`config.mk`:
```
export PLATFORM = sky130hd
export DESIGN_NAME = ex2_xor_decoder
export DESIGN_NICKNAME = d
export VERILOG_FILES = /design/src/rtl/ex2_pkg.sv /design/src/rtl/ex2_pipe_stage.sv /design/src/rtl/ex2_xor_decoder.sv
export SDC_FILE = /design/constraint.sdc
export NUM_CORES = 1
export LEC_CHECK = 0
export CAP_MARGIN = 30
export CORE_UTILIZATION = 42
export DETAILED_ROUTE_END_ITERATION = 16
export PLACE_DENSITY = 0.75
export SETUP_SLACK_MARGIN = 0.5
export SYNTH_ARGS = -nofsm -noshare
export SYNTH_HDL_FRONTEND = slang
export SYNTH_SLANG_ARGS = --single-unit
```
`constraint.sdc`:
```
create_clock -name clk -period 3.3 [get_ports clk]
set_clock_uncertainty 0.05 [all_clocks]
set_input_delay 0.33 -clock clk [delete_from_list [all_inputs] [get_ports clk]]
set_output_delay 0.33 -clock clk [all_outputs]
set_load 0.02 [all_outputs]
```
`src/rtl/ex2_pkg.sv`:
```
// Shared definitions for the Ex2 xor-pack link: FSM state type, X field helpers and popcount.
// Helpers work on wide vectors plus a width argument so any W up to 64 can reuse them.
package ex2_pkg;

  localparam int W_DEF = 8;

  typedef enum logic {
    RUN  = 1'b0,
    HALT = 1'b1
  } st_e;

  // X = {Y, Z}: Y occupies the upper half, Z the lower half.
  function automatic logic [127:0] pack_x(input logic [63:0] y, input logic [63:0] z,
                                          input int unsigned w);
    return (128'(y) << w) | 128'(z);
  endfunction

  function automatic logic [63:0] x_hi(input logic [127:0] x, input int unsigned w);
    return 64'(x >> w);
  endfunction

  function automatic logic [63:0] x_lo(input logic [127:0] x);
    return 64'(x);
  endfunction

  function automatic int unsigned popcount(input logic [63:0] v);
    int unsigned n;
    n = 0;
    for (int i = 0; i < 64; i++) n += 32'(v[i]);
    return n;
  endfunction

endpackage

```
`src/rtl/ex2_pipe_stage.sv`:
```
// Generic valid/ready register slice: loads when empty or when its content leaves this cycle.
// in_ready never looks at in_valid, so upstream may wait on it without a combinational loop.
module ex2_pipe_stage #(
  parameter int WIDTH = 8
) (
  input  logic             clk,
  input  logic             rst,
  input  logic             in_valid,
  output logic             in_ready,
  input  logic [WIDTH-1:0] in_data,
  output logic             out_valid,
  input  logic             out_ready,
  output logic [WIDTH-1:0] out_data
);

  assign in_ready = ~out_valid | out_ready;

  always_ff @(posedge clk or posedge rst) begin
    if (rst) begin
      out_valid <= 1'b0;
      out_data  <= '0;
    end else if (in_ready) begin
      out_valid <= in_valid;
      if (in_valid) out_data <= in_data;
    end
  end

endmodule

```
`src/rtl/ex2_xor_decoder.sv`:
```
// Receive side of the Ex2 xor-pack link: strips the key, recovers a&b / a|b, the a/b difference
// mask and its popcount, flags inconsistent words and counts them, optionally halting on error.
module ex2_xor_decoder
  import ex2_pkg::*;
#(
  parameter int W           = W_DEF,
  parameter int ERR_CNT_W   = 8,
  parameter bit HALT_ON_ERR = 1'b1
) (
  input  logic                   clk,
  input  logic                   rst,
  input  logic                   in_valid,
  output logic                   in_ready,
  input  logic [2*W-1:0]         xor_in,
  input  logic [2*W-1:0]         c,
  output logic                   out_valid,
  input  logic                   out_ready,
  output logic [W-1:0]           and_ab,
  output logic [W-1:0]           or_ab,
  output logic [W-1:0]           diff_ab,
  output logic [$clog2(W+1)-1:0] diff_cnt,
  output logic                   err,
  output logic [ERR_CNT_W-1:0]   err_count,
  output logic                   halted,
  input  logic                   clr_err
);

  localparam int CW  = $clog2(W+1);
  localparam int S2W = 3*W + CW + 1;
  localparam logic [ERR_CNT_W-1:0] CNT_MAX = '1;

  st_e            state;
  logic           s1_in_valid;
  logic           s1_in_ready;
  logic           s1_valid;
  logic           s1_ready;
  logic [2*W-1:0] s1_q;
  logic [W-1:0]   y_c;
  logic [W-1:0]   z_c;
  logic [W-1:0]   diff_c;
  logic [CW-1:0]  cnt_c;
  logic           err_c;
  logic [S2W-1:0] s2_q;
  logic           err_xfer;

  // Valid/ready: a beat moves on a side when valid & ready are both high at the rising edge;
  // the payload is held while valid=1 and ready=0, and ready never depends on valid.
  assign s1_in_valid = in_valid & (state == RUN);
  assign in_ready    = (state == RUN) & s1_in_ready;

  ex2_pipe_stage #(.WIDTH(2*W)) u_s1 (
    .clk       (clk),
    .rst       (rst),
    .in_valid  (s1_in_valid),
    .in_ready  (s1_in_ready),
    .in_data   (xor_in ^ c),
    .out_valid (s1_valid),
    .out_ready (s1_ready),
    .out_data  (s1_q)
  );

  always_comb begin
    y_c    = W'(x_hi(128'(s1_q), W));
    z_c    = W'(x_lo(128'(s1_q)));
    diff_c = y_c ^ z_c;
    cnt_c  = CW'(popcount(64'(diff_c)));
    err_c  = |(y_c & ~z_c);
  end

  ex2_pipe_stage #(.WIDTH(S2W)) u_s2 (
    .clk       (clk),
    .rst       (rst),
    .in_valid  (s1_valid),
    .in_ready  (s1_ready),
    .in_data   ({y_c, z_c, diff_c, cnt_c, err_c}),
    .out_valid (out_valid),
    .out_ready (out_ready),
    .out_data  (s2_q)
  );

  assign {and_ab, or_ab, diff_ab, diff_cnt, err} = s2_q;
  assign err_xfer = out_valid & out_ready & err;
  assign halted   = (state == HALT);

  // A clear landing with an errored delivery counts that delivery as the first new error.
  always_ff @(posedge clk or posedge rst) begin
    if (rst) begin
      state     <= RUN;
      err_count <= '0;
    end else begin
      if (err_xfer) begin
        if (clr_err)                    err_count <= ERR_CNT_W'(1);
        else if (err_count != CNT_MAX)  err_count <= err_count + 1'b1;
      end else if (clr_err) begin
        err_count <= '0;
      end

      if (err_xfer && HALT_ON_ERR) state <= HALT;
      else if (clr_err)            state <= RUN;
    end
  end

endmodule
```
== Word level (Yosys, flattened, before mapping) ==
Index checks and enable logic that the tools add are counted.
Word-level totals
  register bits after elaboration: 56
  input port bits: 37
  output and inout port bits: 40
  logic and storage cells: 40
Cells by class
  $add $sub $neg: 8
  equal/unequal tests: 1
  mux-type cells: 6
  bitwise gates (word level): 13
  reductions and logical operators: 6
Operator list (number)
  2-to-1 mux 8 bit: 4
  adder 4 x 1 -> 4 bit: 4
  bitwise XOR 16 bit: 1
  adder 8 x 1 -> 8 bit, second input constant: 1
  bitwise AND 8 bit: 1
  inequality test 8 bit, second input constant: 1
  inverter 8 bit: 1
  OR reduction 8 bit: 1
  bitwise XOR 8 bit: 1
  AND reduction 2 bit: 3
  adder 3 x 1 -> 4 bit: 1
  bitwise AND 1 bit: 4
  nonzero test 2 bit: 2
  adder 2 x 1 -> 3 bit: 1
  inverter 1 bit: 3
  adder 1 x 1 -> 2 bit: 1
  2-to-1 mux 1 bit: 2
  OR 1 bit: 2

== Depth between registers and ports, before layout ==
Gate-level depths: netlist of run 1.
  depth in word-level cells: 8
  mapped depth: 11
  gate-level depth less buffers: 11

== Hierarchy ==
A second synthesis of run 1 with hierarchy kept.
Second synthesis, totals
  cell total of the unflattened synthesis: 217
  area, all modules: 2854.0 µm²
By module, submodules not included
  ex2_pipe_stage (u_s2): times used 1, cells an instance 66, area an instance 1176.1 µm², seq. area each 750.7 µm²
  ex2_xor_decoder: times used 1, cells an instance 113, area an instance 978.4 µm², seq. area each 225.2 µm²
  ex2_pipe_stage (u_s1): times used 1, cells an instance 38, area an instance 699.4 µm², seq. area each 425.4 µm²

== Least setup slack after synthesis of run 1 ==
Ideal clock, no wire load.
  path kind: flip-flop to flip-flop
  from: register u_s1.out_data[8]
  to: register u_s2.out_data[3]
  setup time: 0.083 ns
  data arrival time: 3.022 ns
  required time: 3.167 ns
  slack: 0.146 ns
  stages on the path, launching flop included: 11
  buffers on the path: 0
  period minus slack after synthesis: 3.154 ns
  path through: dfrtp_1 -> ha_1 -> fa_1 -> fa_1 -> fa_1 -> inv_1 -> ha_1 -> inv_1 -> fa_1 -> xor2_1 -> o21ai_0
Between the ends
  word-level cells in the longest chain between the ends: 8
RTL lines
  start, declared: RTL line ex2_pipe_stage.sv:13  | output logic [WIDTH-1:0] out_data
  start signal, assigned: RTL line ex2_pipe_stage.sv:24  | if (in_valid) out_data <= in_data;
  bitwise XOR 8 bit: RTL line ex2_xor_decoder.sv:65  | diff_c = y_c ^ z_c;
  adder 1 x 1 -> 2 bit: RTL line ex2_pkg.sv:29  | for (int i = 0; i < 64; i++) n += 32'(v[i]);
  adder 2 x 1 -> 3 bit: RTL line ex2_pkg.sv:29
  adder 3 x 1 -> 4 bit: RTL line ex2_pkg.sv:29
  adder 4 x 1 -> 4 bit (4 in series): RTL line ex2_pkg.sv:29
  end signal, assigned: RTL line ex2_pipe_stage.sv:24
  end, declared: RTL line ex2_pipe_stage.sv:13
No other way between the ends.
A chain may end at the register's enable or synchronous reset.

== Final worst setup path of run 1 ==
  from: register u_s1.out_data[3]
  to: register u_s2.out_data[2]
Between the ends
  word-level cells in the longest chain between the ends: 6
RTL lines (RTL line)
  bitwise XOR 8 bit: ex2_xor_decoder.sv:65
  adder 3 x 1 -> 4 bit: ex2_pkg.sv:29
  adder 4 x 1 -> 4 bit (4 in series): ex2_pkg.sv:29
No other way between the ends.

==> impl_metrics.csv, run 1 <==
group,metric,value,unit
status,status,"complete, no violations",
setup_path,crit_required,3.50,ns
yosys,ys_seq_elements,56,
place,placed_area,3470,µm²
global_route,first_global_vias,1849,
detailed_routing,vias,1970,
finish,fill_cells,513,
yosys,seq_area_frac_synth,53.7,%
finish,layout-drive-gt1-share,11.3,%
timing,setup_viol,0,
finish,fin_nets,378,
global_route,grt_pass1_wl,8740,µm
clock_network,cts_tree,"built",
yosys,syn-num-nets,298,
detailed_routing,dr.pass1.iters,4,
yosys,syn_inst,245,
power_and_ir_drop,max-vdd-ir-drop,0.771,mV
die,coreArea,5960,µm²
clock_network,clock-root-buffer,"clkbuf_8",
place,gp_congestion,0.797,
place,io_buffers,76,
clock_network,htreeDepth,2,
timing,max_slew.worst_pin.slew,0.508,ns
clock_network,path_clk_slew,0.10,ns
die,die_x,80.8,µm
global_route,antenna_found_initial,0,
power_and_ir_drop,p_per_area,1190,nW/µm²
yosys,synth.avg_cell_area,10.6,µm²
finish,design_area,3620,µm²
detailed_routing,postRouteAntennaNets,0,
detailed_routing,routedWlPerCell,13.1,µm
die,start_util,43.8,%
die,top_level_ports,77,
timing,slew_viol_final,0,
setup_path,crit_path_end_kind,"flop",
finish,layout_commonest_cell,"clkdlybuf4s50_1",
yosys,synth_cell_type_count,33,
die,die_y,80.8,µm
timing,period_share,93.5,%
place,hpwl,3830,µm
timing,fin_crit,3.09,ns
setup_path,crit_path_start_kind,"flop",
power_and_ir_drop,p_leak,1.59,nW
timing,rsz0062_at_grt,"true",
global_route,grt_start_max_net_pins,50,
clock_network,clk_latency,0.31,ns
clock_network,cts.path.max_buffers,2,
detailed_routing,routed_wl,5240,µm
setup_path,r2r-end,"u_s2.out_data[2]$_DFFE_PP0P_",
setup_path,reg2reg_depth,10,
yosys,yosysWarningCount,0,
finish,fin_util,60.9,%
finish,antenna_cells,0,
timing,clock.fmax,324,MHz
run,maxCapViolations,0,
yosys,synthesis.area,2610,µm²
die,dieArea,6530,µm²
timing,hold_viol,0,
global_route,grt_usage,17.7,%
global_route,grt_overflow,0,
setup_path,critPathKind,"reg -> reg",
clock_network,cts_buffers,5,
die,row_count,28,
detailed_routing,drc,0,
finish,area_growth,38.9,%
timing,slew_headroom,66.2,%
setup_path,crit_arrival,3.28,ns
setup_path,r2r_start,"u_s1.out_data[3]$_DFFE_PP0P_",
finish,final_cell_mix,"76 x clkdlybuf4s50_1, 56 x dfrtp_1, 31 x nand2_1",
min_path,holdCritPathClass,"in -> async",
detailed_routing,first_iter_violations,82,
setup_path,rrSetupSlack,0.21,ns
detailed_routing,vias_per_cell,4.91,
clock_network,cts_num_sinks,56,
setup_path,cp_max_fo,2,
timing,setup-tns-final,0,ns
power_and_ir_drop,power.total,4.30,mW
-- cells in the mapped netlist (all sizes together) --
library cell,number,area share [%]
a21boi,1,0.29
mux2i,1,0.38
a21o,1,0.29
mux2,9,3.9
nand2,31,4.5
xnor2,10,3.4
o21ai,28,5.4
ha,12,5.8
and3,1,0.24
fa,4,3.1
nand2b,2,0.48
nand4,1,0.48
and4,1,0.38
xor2,9,3.0
a22o,1,0.34
or4,1,0.29
dfrtp,56,54
nand3,6,1.3
nand3b,2,0.58
o311ai,1,0.34
clkbuf,3,0.43
a21oi,14,2.7
nor2,14,2.1
nor2b,1,0.24
inv,18,2.6
nor3,3,0.58
and2,1,0.24
o31ai,1,0.29
nor4,2,0.48
a211oi,4,1.2
buf,6,1.2
-- area by class of cell --
cell class,count,area [µm²],area share (%)
inverters,18,67.6,1.86
clock inverters,2,35.0,0.967
repair buffers,82,806,22.2
multi-input cells,162,1150,31.7
well taps,75,93.8,2.59
flip-flops and latches,56,1400,38.7
clock buffers,6,72.6,2.00
-- what timing repair did --
action                     in CTS  in global routing
buffers inserted                2                  1
resized for setup               0                  7
hold buffers                    0                  0
setup endpoints to repair       4                  4
pin swaps                       0                  2
-- where the power goes --
group	total, mW	internal (mW)	switching, mW
registers	1.19	0.994	0.192
clock network	0.440	0.226	0.215
logic	2.68	1.31	1.37
total	4.30	2.53	1.78
-- worst max-delay path by stage --
stage | start | end | cells after the start
after floorplan | u_s1.out_data[3]$_DFFE_PP0P_ | u_s2.out_data[2]$_DFFE_PP0P_ | 10
after global placement | u_s1.out_data[8]$_DFFE_PP0P_ | u_s2.out_data[2]$_DFFE_PP0P_ | 9
after detailed placement | u_s1.out_data[8]$_DFFE_PP0P_ | u_s2.out_data[2]$_DFFE_PP0P_ | 9
after CTS | u_s1.out_data[3]$_DFFE_PP0P_ | u_s2.out_data[2]$_DFFE_PP0P_ | 10
after global routing | u_s1.out_data[0]$_DFFE_PP0P_ | u_s2.out_data[3]$_DFFE_PP0P_ | 11
final | u_s1.out_data[3]$_DFFE_PP0P_ | u_s2.out_data[2]$_DFFE_PP0P_ | 10
-- registers in the layout, summed over array words and instances (netlist names) --
name and cells:
u_s1.out_data 16, halted 1, u_s2.out_data 29, u_s2.out_valid 1
err_count 8, u_s1.out_valid 1
-- per-stage QoR --
step | hold WS [ns] | setup slack (ns) | std cells
5_1_grt | 0.279 | 0.120 | 401
3_5_place_dp | 0.421 | 0.192 | 390
3_3_place_gp | 0.415 | 0.237 | 390
2_1_floorplan | 0.407 | 0.302 | 245
6_report | 0.243 | 0.214 | 401
4_1_cts | 0.257 | 0.203 | 400
-- metal layers --
metal | GRT usage (%) | up-vias | part of all wire [%]
met3 | 3.48 | 5 | 4.5
li1 | - | 984 | -
met1 | 25.2 | 927 | 48
met4 | 5.89 | 0 | 1.4
met2 | 27.1 | 54 | 46
met5 | 0 | - | 0
-- critical path, cell delays in order (launching register included) --
cell and delay, ns:
dfrtp_1 0.39, inv_2 0.08, ha_4 0.20, fa_1 0.55
fa_1 0.43, fa_2 0.54, inv_2 0.04, ha_4 0.15
inv_1 0.06, fa_2 0.43, o21ai_2 0.11
-- cells by family after synthesis --
kind of cell             count (synthesis)  share of synthesized area [%]
buffers and inverters                   27                           4.17
XOR/XNOR                                19                           6.38
AND/OR/NAND/NOR                         66                           11.9
multiplexers                            10                           4.27
flip-flops                              56                           53.7
adder cells (fa/ha/maj)                 16                           8.82
AO/OA/AOI/OAI                           51                           10.7
(Power assumes the default switching activity.)
==> run 2: changes to the inputs <==
Settings changed: CORE_UTILIZATION 42 to 47, PLACE_DENSITY 0.75 to 0.8.
Clock period 3.3 ns to 2.85 ns, I/O delays scaled along.
==> impl_metrics.csv, run 2 (synthesized netlist as in run 1, its figures left out) <==
group,metric,value,unit
clock_network,cts.path.max_buffers,2,
timing,rsz0062_at_grt,"true",
clock_network,cts_tree,"built",
place,placed_area,3520,µm²
finish,fin_nets,384,
detailed_routing,routed_wl,5410,µm
global_route,grt_overflow,0,
detailed_routing,dr.pass1.iters,5,
setup_path,cp_top_family,"adder cells",
global_route,grt_pass1_wl,9290,µm
finish,layout_commonest_cell,"clkdlybuf4s50_1",
timing,period_share,109,%
finish,area_growth,40.7,%
clock_network,clk_latency,0.30,ns
setup_path,critPathKind,"reg -> reg",
timing,fin_crit,3.10,ns
detailed_routing,vias,2050,
detailed_routing,routedWlPerCell,13.4,µm
timing,max_slew.worst_pin.slew,0.586,ns
timing,slew_viol_final,0,
setup_path,crit_path_end_kind,"flop",
setup_path,crit_arrival,3.23,ns
place,placed_cells,391,
timing,setup_slack,-0.247,ns
global_route,grt_usage,19.6,%
setup_path,crit_path_start_kind,"flop",
power_and_ir_drop,p_sw_share,41.9,%
place,hpwl,4060,µm
detailed_routing,vias_per_cell,5.10,
die,top_level_ports,77,
timing,clock.fmax,323,MHz
setup_path,rrSetupSlack,-0.25,ns
min_path,holdCritPathClass,"in -> async",
setup_path,worst-path-buf-inv,3,
clock_network,holdBufCountCts,0,
power_and_ir_drop,p_int,2.91,mW
power_and_ir_drop,p_sw,2.10,mW
power_and_ir_drop,max-vdd-ir-drop,0.889,mV
run,maxCapViolations,0,
finish,top_regs,"u_s2.out_data (29), u_s1.out_data (16), err_count (8)",
die,die_x,76.5,µm
place,gp_congestion,0.858,
die,coreArea,5240,µm²
finish,layout-drive-gt1-share,13.9,%
finish,fin_util,70.1,%
clock_network,htreeDepth,2,
setup_path,crit_top_cell,"inv_2",
finish,fill_cells,392,
die,dieArea,5850,µm²
timing,hold_viol,0,
status,status,"complete, but fails checks",
power_and_ir_drop,share_comb_of_total_power,63.7,%
power_and_ir_drop,p_clk_share,8.7,%
finish,largest_register_ffs,29,
clock_network,cts_buffers,5,
power_and_ir_drop,p_leak,1.62,nW
detailed_routing,postRouteAntennaNets,0,
die,die_y,76.5,µm
global_route,grt_start_max_net_pins,50,
clock_network,path_clk_slew,0.09,ns
detailed_routing,drc,0,
finish,design_area,3670,µm²
die,row_count,26,
clock_network,cts_num_sinks,56,
setup_path,crit_path_max_incr_delay,0.51,ns
finish,top_register,"u_s2.out_data",
global_route,antenna_found_initial,0,
timing,slew_headroom,60.9,%
timing,setup-tns-final,-0.553,ns
die,start_util,49.8,%
clock_network,clock-root-buffer,"clkbuf_8",
place,io_buffers,76,
detailed_routing,first_iter_violations,64,
setup_path,cp_max_fo,2,
setup_path,crit_chain,"inv_2 -> ha_4 -> fa_1 -> fa_1 -> fa_2 -> inv_2 -> ha_4 -> inv_2 -> fa_2 -> o21ai_1",
setup_path,slowest_stage,"fa_1",
finish,final_cell_mix,"76 x clkdlybuf4s50_1, 56 x dfrtp_1, 31 x nand2_1",
global_route,first_global_vias,2044,
timing,setup_viol,4,
finish,antenna_cells,0,
power_and_ir_drop,p_per_area,1360,nW/µm²
status,violations,"setup timing",
finish,fin_cells,402,
setup_path,crit_required,2.98,ns
power_and_ir_drop,power_frac_seq,27.6,%
==> run 2: timing repair <==
action	CTS	global route
buffers inserted	2	1
gates resized for setup	0	9
endpoints found under the setup margin	4	4
pin swaps	0	2
==> run 2: stage by stage <==
step	hold slack, ns	total power, mW	setup WS, ns
after floorplan	0.407	3.24	-0.148
after global placement	0.414	4.11	-0.196
after detailed placement	0.428	4.25	-0.247
after CTS	0.334	4.72	-0.243
after global routing	0.373	5.46	-0.324
final	0.312	5.01	-0.247
==> run 2: cell type report <==
type | count | area [µm²] | share of cell area [%]
multi-input cells | 162 | 1160 | 31.5
clock buffers | 6 | 82.6 | 2.25
flip-flops and latches | 56 | 1400 | 38.2
inverters | 18 | 67.6 | 1.84
clock inverters | 2 | 10.0 | 0.273
repair buffers | 88 | 863 | 23.5
well taps | 70 | 87.6 | 2.39
==> run 2: final timing paths <==
check	to	cells after the start	from
max	u_s2.out_data[2]$_DFFE_PP0P_	10	u_s1.out_data[3]$_DFFE_PP0P_
min in group clk	u_s2.out_data[2]$_DFFE_PP0P_	2	u_s2.out_data[2]$_DFFE_PP0P_
min	err_count[6]$_DFFE_PP0P_	2	rst
max reg2reg	u_s2.out_data[2]$_DFFE_PP0P_	10	u_s1.out_data[3]$_DFFE_PP0P_
min reg2reg	u_s2.out_data[2]$_DFFE_PP0P_	2	u_s2.out_data[2]$_DFFE_PP0P_
max in group asynchronous	u_s1.out_data[6]$_DFFE_PP0P_	3	rst
==> run 2: worst register-to-register path: cells and delay by family (launching register included) <==
| family | cells | cell delay [ns] |
|---|---|---|
| AO/OA/AOI/OAI | 1 | 0.05 |
| adder cells (fa/ha/maj) | 6 | 2.29 |
| buffers and inverters | 3 | 0.21 |
| flip-flops | 1 | 0.38 |
==> run 2: power groups by stage <==
stage               clock [mW]  combinational (mW)  sequential (mW)
finish                   0.435                3.19             1.38
global route             0.480                3.55             1.43
CTS                      0.443                2.90             1.37
detailed placement           0                2.87             1.38
global placement             0                2.74             1.37
floorplan                    0                1.63             1.61
==> run 2: metal layers <==
metal / vias up / wire [µm] / GRT usage (%) / part of all wire [%]
met3: 4 / 280 / 3.83 / 5.2
met1: 983 / 2410 / 26.1 / 45
met4: 0 / 31 / 3.65 / 0.57
met2: 69 / 2690 / 33.4 / 50
li1: 994 / - / - / -
met5: - / 0 / 0 / 0
